--- src/rtl/inertial_pkg.sv ---
// Shared types and SPI command words for the inertial sensor interface.
// Read commands carry the read flag in bit 15 and address in [14:8].
package inertial_pkg;

    typedef enum logic [3:0] {
        INIT_WAIT,
        INIT1,
        INIT2,
        INIT3,
        INIT4,
        WAIT_INT,
        RD_PL,
        RD_PH,
        RD_AL,
        RD_AH
    } imu_state_t;

    typedef enum logic [1:0] {
        SPI_IDLE,
        SPI_SHIFT,
        SPI_BACKPORCH
    } spi_state_t;

    localparam logic [15:0] CMD_INIT1 = 16'h0D02;
    localparam logic [15:0] CMD_INIT2 = 16'h1053;
    localparam logic [15:0] CMD_INIT3 = 16'h1150;
    localparam logic [15:0] CMD_INIT4 = 16'h1460;

    localparam logic [15:0] CMD_RD_PL = 16'hA200;
    localparam logic [15:0] CMD_RD_PH = 16'hA300;
    localparam logic [15:0] CMD_RD_AL = 16'hAC00;
    localparam logic [15:0] CMD_RD_AH = 16'hAD00;

endpackage

--- src/rtl/inertial_intf_spi.sv ---
// 16-bit SPI master, mode 3: MOSI changes on SCLK fall, MISO sampled on rise.
// One shift register serves both directions; done pulses 1 clk after SS_n rises.
module spi_mstr16
    import inertial_pkg::*;
#(
    parameter int SCLK_DIV_W = 5
) (
    input  logic        clk,
    input  logic        rst,
    input  logic        wrt,
    input  logic [15:0] cmd,
    output logic        done,
    output logic [15:0] rd_data,
    output logic        SS_n,
    output logic        SCLK,
    output logic        MOSI,
    input  logic        MISO
);

    localparam logic [SCLK_DIV_W-1:0] DIV_ONE  = 1;
    localparam logic [SCLK_DIV_W-1:0] DIV_HALF = {1'b0, {(SCLK_DIV_W-1){1'b1}}};
    localparam logic [SCLK_DIV_W-1:0] DIV_LAST = '1;

    spi_state_t            state;
    logic [SCLK_DIV_W-1:0] div;
    logic [3:0]            bit_cnt;
    logic [15:0]           shft;
    logic                  miso_smpl;
    logic                  ss_rise;
    logic                  sclk_fall;
    logic                  sclk_rise;

    assign SCLK      = ~div[SCLK_DIV_W-1];
    assign MOSI      = shft[15];
    assign rd_data   = shft;
    assign sclk_fall = (div == DIV_HALF);
    assign sclk_rise = (div == DIV_LAST);

    always_ff @(posedge clk or posedge rst) begin
        if (rst) begin
            state     <= SPI_IDLE;
            div       <= '0;
            bit_cnt   <= '0;
            shft      <= '0;
            miso_smpl <= 1'b0;
            SS_n      <= 1'b1;
            ss_rise   <= 1'b0;
            done      <= 1'b0;
        end else begin
            ss_rise <= 1'b0;
            done    <= ss_rise;
            unique case (state)
                SPI_IDLE: begin
                    if (wrt) begin
                        shft    <= cmd;
                        div     <= '0;
                        bit_cnt <= '0;
                        SS_n    <= 1'b0;
                        state   <= SPI_SHIFT;
                    end
                end
                SPI_SHIFT: begin
                    div <= div + DIV_ONE;
                    // MSB is already on MOSI, so the first fall does not shift
                    if (sclk_fall && bit_cnt != 4'd0)
                        shft <= {shft[14:0], miso_smpl};
                    if (sclk_rise) begin
                        miso_smpl <= MISO;
                        bit_cnt   <= bit_cnt + 4'd1;
                        if (bit_cnt == 4'd15)
                            state <= SPI_BACKPORCH;
                    end
                end
                SPI_BACKPORCH: begin
                    div <= div + DIV_ONE;
                    if (sclk_fall) begin
                        shft    <= {shft[14:0], miso_smpl};
                        div     <= '0;
                        SS_n    <= 1'b1;
                        ss_rise <= 1'b1;
                        state   <= SPI_IDLE;
                    end
                end
                default: state <= SPI_IDLE;
            endcase
        end
    end

endmodule

--- src/rtl/inertial_intf.sv ---
// IMU producer: powers up the sensor over SPI, then reads pitch rate and
// Z accel on every data-ready and presents them with a one-cycle vld.
module inertial_intf
    import inertial_pkg::*;
#(
    parameter int INIT_WAIT_W = 16,
    parameter int SCLK_DIV_W  = 5
) (
    input  logic        clk,
    input  logic        rst,
    input  logic        INT,
    input  logic        MISO,
    output logic        SS_n,
    output logic        SCLK,
    output logic        MOSI,
    output logic        vld,
    output logic [15:0] ptch_rt,
    output logic [15:0] AZ
);

    localparam logic [INIT_WAIT_W-1:0] T_ONE = 1;

    imu_state_t             state;
    logic [INIT_WAIT_W-1:0] timer;
    logic                   int_ff1;
    logic                   int_sync;
    logic                   wrt;
    logic [15:0]            cmd;
    logic                   done;
    logic [7:0]             rd_lo;
    logic [7:0]             rd_hi_unused;
    logic [7:0]             pl;
    logic [7:0]             ph;
    logic [7:0]             al;

    spi_mstr16 #(.SCLK_DIV_W(SCLK_DIV_W)) u_spi (
        .clk     (clk),
        .rst     (rst),
        .wrt     (wrt),
        .cmd     (cmd),
        .done    (done),
        .rd_data ({rd_hi_unused, rd_lo}),
        .SS_n    (SS_n),
        .SCLK    (SCLK),
        .MOSI    (MOSI),
        .MISO    (MISO)
    );

    always_ff @(posedge clk or posedge rst) begin
        if (rst) begin
            int_ff1  <= 1'b0;
            int_sync <= 1'b0;
        end else begin
            int_ff1  <= INT;
            int_sync <= int_ff1;
        end
    end

    // Saturates at all-ones, which releases the init sequence
    always_ff @(posedge clk or posedge rst) begin
        if (rst)
            timer <= '0;
        else if (state == INIT_WAIT && !(&timer))
            timer <= timer + T_ONE;
    end

    always_ff @(posedge clk or posedge rst) begin
        if (rst) begin
            state   <= INIT_WAIT;
            wrt     <= 1'b0;
            cmd     <= '0;
            pl      <= '0;
            ph      <= '0;
            al      <= '0;
            ptch_rt <= '0;
            AZ      <= '0;
            vld     <= 1'b0;
        end else begin
            wrt <= 1'b0;
            vld <= 1'b0;
            unique case (state)
                INIT_WAIT: if (&timer) begin
                    wrt   <= 1'b1;
                    cmd   <= CMD_INIT1;
                    state <= INIT1;
                end
                INIT1: if (done) begin
                    wrt   <= 1'b1;
                    cmd   <= CMD_INIT2;
                    state <= INIT2;
                end
                INIT2: if (done) begin
                    wrt   <= 1'b1;
                    cmd   <= CMD_INIT3;
                    state <= INIT3;
                end
                INIT3: if (done) begin
                    wrt   <= 1'b1;
                    cmd   <= CMD_INIT4;
                    state <= INIT4;
                end
                INIT4: if (done)
                    state <= WAIT_INT;
                WAIT_INT: if (int_sync) begin
                    wrt   <= 1'b1;
                    cmd   <= CMD_RD_PL;
                    state <= RD_PL;
                end
                RD_PL: if (done) begin
                    pl    <= rd_lo;
                    wrt   <= 1'b1;
                    cmd   <= CMD_RD_PH;
                    state <= RD_PH;
                end
                RD_PH: if (done) begin
                    ph    <= rd_lo;
                    wrt   <= 1'b1;
                    cmd   <= CMD_RD_AL;
                    state <= RD_AL;
                end
                RD_AL: if (done) begin
                    al    <= rd_lo;
                    wrt   <= 1'b1;
                    cmd   <= CMD_RD_AH;
                    state <= RD_AH;
                end
                // Final high byte goes straight to the output register
                RD_AH: if (done) begin
                    ptch_rt <= {ph, pl};
                    AZ      <= {rd_lo, al};
                    vld     <= 1'b1;
                    state   <= WAIT_INT;
                end
                default: state <= INIT_WAIT;
            endcase
        end
    end

endmodule

--- config.mk ---
export PLATFORM = sky130hd
export DESIGN_NAME = inertial_intf
export DESIGN_NICKNAME = d
export VERILOG_FILES = /design/src/rtl/inertial_pkg.sv /design/src/rtl/inertial_intf_spi.sv /design/src/rtl/inertial_intf.sv
export SDC_FILE = /design/constraint.sdc
export NUM_CORES = 1
export LEC_CHECK = 0
export BUFFER_PORTS_ARGS = -buffer_cell sky130_fd_sc_hd__buf_2
export CORE_ASPECT_RATIO = 0.9
export CORE_UTILIZATION = 35
export CTS_BUF_LIST = sky130_fd_sc_hd__clkbuf_8
export CTS_CLUSTER_SIZE = 28
export DETAILED_ROUTE_END_ITERATION = 10
export GPL_ROUTABILITY_DRIVEN = 0
export PLACE_DENSITY = 0.49
export SLEW_MARGIN = 15
export SYNTH_ARGS = -nofsm -noshare
export SYNTH_HDL_FRONTEND = slang
export SYNTH_SLANG_ARGS = --single-unit
--- constraint.sdc ---
create_clock -name clk -period 4.3 [get_ports clk]
set_input_delay 0.215 -clock clk [delete_from_list [all_inputs] [get_ports clk]]
set_output_delay 0.215 -clock clk [all_outputs]
set_load 0.03 [all_outputs]
==> metrics, run 1 <==
status=finished, final reports clean; worst vdd ir=186 uV; number of max-cap violations=0; synth unique cells=52; CTS tree=yes; Seq/Total Area, Yosys=56.3%; DR vias/cell=4.78; total CTS buffers=17; Post-synth EDFFs=0; Synth Area in Compound Gates=roughly 8.5%; post_cts resized=0; antenna violations before repair=0; Post-Synth Adder-Cell Area=2.79%; Required @ worst endpoint=4670 ps; Antenna Cells=0; clk root buf=clkbuf_8; multiplexer area fraction after synthesis=9.56%; clk_skew=13.3 ps; largest net degree at the start of global routing=52; number of H-tree levels=4; Post-Synthesis Cells=508; Clock Tree Buf Depth=2; via count=3632; asr flop ratio synth=between 90% and 100%; nature of the critical path endpoint=flip-flop; clk sink count=roughly 120; pwr/cell area=364 nW/um^2; R2R depth=6; YS warnings=0; Die Span X=roughly 130 um; initial core utilization=36.2%; largest family of logic cells by synthesized area=simple AND/OR/NAND/NOR gates; Setup TNS=0 ps; setup ws final=~2000 ps; critical path class=flip-flop to flip-flop; Skew-Pair Late Insertion Delay=~430 ps; Leak=about 3.0 nW; minimum clock period=2340 ps; Critical Path, Cell by Cell=nor2_1 -> nand4_1 -> buf_4 -> inv_1 -> nand2_1 -> nand2_1; Peak Freq=between 400 and 500 MHz; post-route ant nets=0; area grow syn2layout=15.4%; hold depth=2; nets=565; detailed placer's ending HPWL=7.02 mm; drt drc=0; Syn Nets=~520; Rel. slew slack=38.7%; WHS=slightly below 40 ps; I/O pins=40; Final Power=2.26 mW; Crit path top cell by count=nand2_1; Syn Area/Cell=10.6 um^2; DIE HEIGHT=120 um; leading area contributor after synthesis=dfrtp_1; vias in the first global route=3518; Buffers on Ports=39; most frequent cell after synthesis=dfrtp_1; max-slew violation count=0; Tightest Hold Check Type=input pin to flip-flop; CP top delay family=buffers and inverters; clock-pin transition on the worst setup and hold timing paths=70 ps; top-area cell type share of the netlist area=55.8%; synthesized cell area=5380 um^2; Critical-path top delay cell=inv_1; Core ar.=14900 um^2; layout cells sized above 1=between 20% and 30%; worst-path fanout max=37; Least-Margin Pin Slew=~920 ps; All-Layer GR Usage=~15%; Main synth FF type=dfrtp_1; First-pass DRT Iterations=5; cell depth of the worst setup path=6; Startpoint Class=flip-flop; Finished Layout Cells=760; first-pass GRT wire length=roughly 18 mm; simple-gate share of the synthesized area=between 10% and 20%; Synth Register Bits=~120; placed cells=726; period utilization=54.4%; Rows=42; Synth Area in XOR/XNOR=under 10%; unrepaired setup endpoints after global routing=false; initial detailed-routing violation count=~210; CP max stage delay=720 ps; Final Hold Vio Count=0; total setup buffers inserted after CTS=0; die area=15900 um^2; drt total wl=10.6 mm; arrival time of the worst setup path=2710 ps; CP bufs+invs=2; Synth area leaders=dfrtp_1 (56%), nand2_1 (7.9%), mux2_2 (5.7%); average routed wire per standard cell=14.0 um; worst slack at placement=1940 ps; most instantiated cells after synthesis=dfrtp_1 (120), nand2_1 (113), nor2_1 (29), mux2_2 (27), o21ai_0 (22); total gr overflow=0; setup violators final=0
path summary, 6_finish.rpt:
kind	to	startpoint	slack, ps
setup / recovery	ptch_rt[0]	state[1]	1960
hold / removal	u_spi.miso_smpl	MISO	40
setup reg to reg	ptch_rt[0]	state[1]	1960
hold reg to reg	u_spi.done	u_spi.ss_rise	350
max in group asynchronous	pl[4]	rst	2880
min in group asynchronous	u_spi.div[0]	rst	370
layer usage:
| layer | vias to the layer above | wire length, um | part of all wire, % | track usage (%) |
|---|---|---|---|---|
| li1 | 1803 | - | - | - |
| met5 | - | 0 | 0 | 0 |
| met2 | 70 | 4640 | 44 | 21.7 |
| met4 | 0 | 165 | 1.6 | 6.11 |
| met3 | 15 | 382 | 3.6 | 3.80 |
| met1 | 1744 | 5430 | 51 | 20.6 |
power breakdown:
part / internal (mW) / switching, mW / total (mW)
clock network: 0.634 / 0.459 / 1.09
registers: 1.14 / 0.000595 / 1.14
logic: 0.00399 / 0.0224 / 0.0264
total: 1.78 / 0.482 / 2.26
layout make-up:
type,count,area (um^2)
timing repair buffer,45,245
clock inverter,11,145
multi-input combinational,344,2170
tap,198,248
fill,1450,8660
inverter,20,77.6
sequential,121,3030
clock buffer,21,289
logic make-up after synthesis:
family / after synthesis
flip-flops: 121
AND/OR/NAND/NOR: 199
AO/OA/AOI/OAI: 71
multiplexers: 45
adder cells (fa/ha/maj): 12
buffers and inverters: 43
XOR/XNOR: 17
cells in the final DEF (no fill, tap or decap), drive strengths merged, types with 12 or more instances in the layout:
cell,count
ha,12
o21ai,22
clkbuf,21
buf,43
mux2,33
dfrtp,120
nand2,113
a21oi,20
mux2i,12
nand3,17
inv,21
nor2,30
timing repair:
item	4_1_cts	5_1_grt
hold buffers	2	0
endpoints found under the hold margin	41	0
setup endpoints to repair	0	0
worst reg2reg max path: stages (launching register included):
cell and delay (ps):
dfrtp_1 570, nor2_1 330, nand4_1 130, buf_4 280, inv_1 720, nand2_1 170, nand2_1 90
registers in the layout, summed over array words and instances (netlist names), 4 cells and up:
register / flops
u_spi.rd_data: 16
pl: 8
ph: 8
u_spi.bit_cnt: 4
u_spi.div: 5
al: 8
timer: 16
state: 4
cmd: 10
AZ: 16
ptch_rt: 16
metrics by stage:
stage               cell area (um^2)  util [%]
global placement                5750      38.7
finish                          6210      41.7
global route                    6210      41.7
CTS                             6210      41.7
floorplan                       5380         -
detailed placement              5750      38.7
Power figures use the tool's default switching activity.
==> inputs of run 2 (changes only) <==
Settings changed: PLACE_DENSITY 0.49 to 0.51.
Clock period 4.3 ns to 1.9 ns, I/O delays scaled along.
==> run 2 against run 1 <==
- the run now ends with setup timing left
- maximum frequency grew 22%
- via count rose by 9.4%
- cell count up 9.5%
- critical path depth up 2
- clock skew grew 3.7 ps
- core utilization grew 5.3 points
- clock power rose by 130%
- register-to-register slack lost 2000 ps
- count of clock-buffer cells in the layout decreased by 2
- sequential share of layout area decreased by 5.5 points
- first-iteration DRC count grew 11%
==> metrics, run 2 (synthesis results as in run 1) <==
Critical-path top delay cell=dfrtp_1 (was inv_1); Final Hold Vio Count=0 (unchanged); Tightest Hold Check Type=input pin to asynchronous set/reset pin (was input pin to flip-flop); setup violators final=2 (was 0); drt drc=0 (unchanged); Clock Tree Buf Depth=2 (unchanged); placed cells=783 (was 726); Startpoint Class=flip-flop (unchanged); commonest non-fill, non-tap cell in the layout=dfrtp_1 (unchanged); design area=7000 um^2 (was 6210 um^2); CP top delay family=simple AND/OR/NAND/NOR gates (was buffers and inverters); CTS tree=yes (unchanged); DR vias/cell=4.78 (about the same); period utilization=100% (was 54.4%); nature of the critical path endpoint=flip-flop (unchanged); Leak=3.44 nW (was 3.04 nW); CP max stage delay=450 ps (was 720 ps); total gr overflow=0 (unchanged); setup ws final=-8.68 ps (was 1960 ps); Antenna Cells=0 (unchanged); number of H-tree levels=4 (unchanged); die area=15900 um^2 (unchanged); clk_skew=17.0 ps (was 13.3 ps); All-Layer GR Usage=15.6% (was 14.7%); max-slew violation count=0 (unchanged); worst-path fanout max=8 (was 37); largest net degree at the start of global routing=54 (was 52); pwr/cell area=730 nW/um^2 (was 364 nW/um^2); critical path class=flip-flop to flip-flop (unchanged); layout cells sized above 1=34.9% (was 21.7%); detailed placer's ending HPWL=7.94 mm (was 7.02 mm); arrival time of the worst setup path=2260 ps (was 2710 ps); initial core utilization=36.2% (unchanged); DP Area=6210 um^2 (was 5750 um^2); vias in the first global route=3944 (was 3518); Finished Layout Cells=832 (was 760); first-pass GRT wire length=19.5 mm (was 18.0 mm); CP bufs+invs=2 (unchanged); Least-Margin Pin Slew=441 ps (was 918 ps); Rows=42 (unchanged); Skew-Pair Late Insertion Delay=430 ps (about the same); Critical Path, Cell by Cell=inv_2 -> ha_4 -> nor2b_4 -> or2_4 -> nor3_4 -> clkbuf_16 -> nand3_1 -> o21ai_1 (was nor2_1 -> nand4_1 -> buf_4 -> inv_1 -> nand2_1 -> nand2_1); clk sink count=121 (unchanged); initial detailed-routing violation count=232 (was 209); Rel. slew slack=70.5% (was 38.7%); Die Span X=133 um (unchanged); DIE HEIGHT=120 um (unchanged); Filler cells=1374 (was 1450); Peak Freq=524 MHz (was 428 MHz); post-route ant nets=0 (unchanged); area grow syn2layout=30.2% (was 15.4%); drt total wl=11.6 mm (was 10.6 mm); most frequent cells in the layout=dfrtp_1 (120), nand2_1 (113), buf_4 (68) (was dfrtp_1 (120), nand2_1 (113), buf_2 (39)); via count=3973 (was 3632); antenna violations before repair=0 (unchanged); worst vdd ir=533 uV (was 186 uV); nets=637 (was 565); I/O pins=40 (unchanged); clock-pin transition on the worst setup and hold timing paths=80 ps (was 70 ps); unrepaired setup endpoints after global routing=true (was false); total CTS buffers=17 (unchanged); minimum clock period=1910 ps (was 2340 ps); Core ar.=14900 um^2 (unchanged); Required @ worst endpoint=2250 ps (was 4670 ps); Buffers on Ports=39 (unchanged); failing checks=setup timing; First-pass DRT Iterations=4 (was 5); number of max-cap violations=0 (unchanged); clk root buf=clkbuf_8 (unchanged); average routed wire per standard cell=13.9 um (was 14.0 um); Setup TNS=-9.33 ps (was 0 ps); status=finished with violations (was finished, final reports clean)
-- run 2: cell count changes in the layout (fill, tap and decap cells not counted), moves of 3 or more --
cell     previous run  this run
buf_4               4        68
nor2_1             29        21
nor2_2              0         8
ha_1               12         6
ha_4                0         6
o21ai_0            22        17
o21ai_1             0         4
buf_12              0         3
-- run 2: timing repair --
| action | 4_1_cts | 5_1_grt |
|---|---|---|
| setup buffers | 2 | 11 |
| gates resized for setup | 6 | 41 |
| endpoints found under the hold margin | 101 | 0 |
| gates cloned | 0 | 3 |
| pin swaps | 1 | 5 |
| setup endpoints to repair | 22 | 45 |
| hold buffers | 3 | 0 |
-- run 2: power by group --
group | internal, mW | switching, mW | total (mW)
Sequential | 2.58 | 0.00125 | 2.58
Combinational | 0.0160 | 0.0527 | 0.0687
Clock | 1.38 | 1.09 | 2.47
-- run 2: area by class of cell --
| cell class | instances | area [um^2] | share of cell area, % |
|---|---|---|---|
| well taps | 198 | 248 | 3.54 |
| inverters | 20 | 78.8 | 1.13 |
| multi-input cells | 344 | 2350 | 33.5 |
| clock buffers | 19 | 262 | 3.73 |
| flip-flops and latches | 121 | 3030 | 43.3 |
| clock inverters | 13 | 169 | 2.41 |
| repair buffers | 117 | 868 | 12.4 |
-- run 2: worst paths after layout --
check	start	to	slack (ps)	depth (start not counted)
max in group asynchronous	rst	u_spi.bit_cnt[1]	1030	4
max	u_spi.state[1]	u_spi.rd_data[7]	-9	8
min	rst	pl[0]	170	3
max reg2reg	u_spi.state[1]	u_spi.rd_data[7]	-9	8
min reg2reg	u_spi.ss_rise	u_spi.done	350	0
min in group clk	INT	int_ff1	310	2
-- run 2: layer usage --
| layer | global-route usage (%) | wire (um) | vias up |
|---|---|---|---|
| met5 | 0 | 0 | - |
| met3 | 4.39 | 365 | 10 |
| li1 | - | - | 1942 |
| met1 | 21.0 | 5690 | 1957 |
| met4 | 4.45 | 110 | 0 |
| met2 | 24.7 | 5420 | 64 |
-- run 2: metrics by stage --
stage | util [%] | worst slack (ps) | power, mW | hold WS, ps
after detailed placement | 41.8 | -197 | 2.70 | 59.1
after floorplan | - | -41.1 | 2.67 | 126
after global routing | 47.1 | -80.9 | 5.32 | 149
after CTS | 45.2 | 6.81 | 5.21 | 142
after global placement | 41.8 | -119 | 2.70 | 67.3
final | 47.1 | -8.68 | 5.11 | 170
-- run 2: worst reg2reg max path, delay by kind of cell (launching register included) --
kind | cells | cell delay (ps)
AND/OR/NAND/NOR | 4 | 800
flip-flops | 1 | 450
AO/OA/AOI/OAI | 1 | 90
buffers and inverters | 2 | 340
adder cells (fa/ha/maj) | 1 | 160
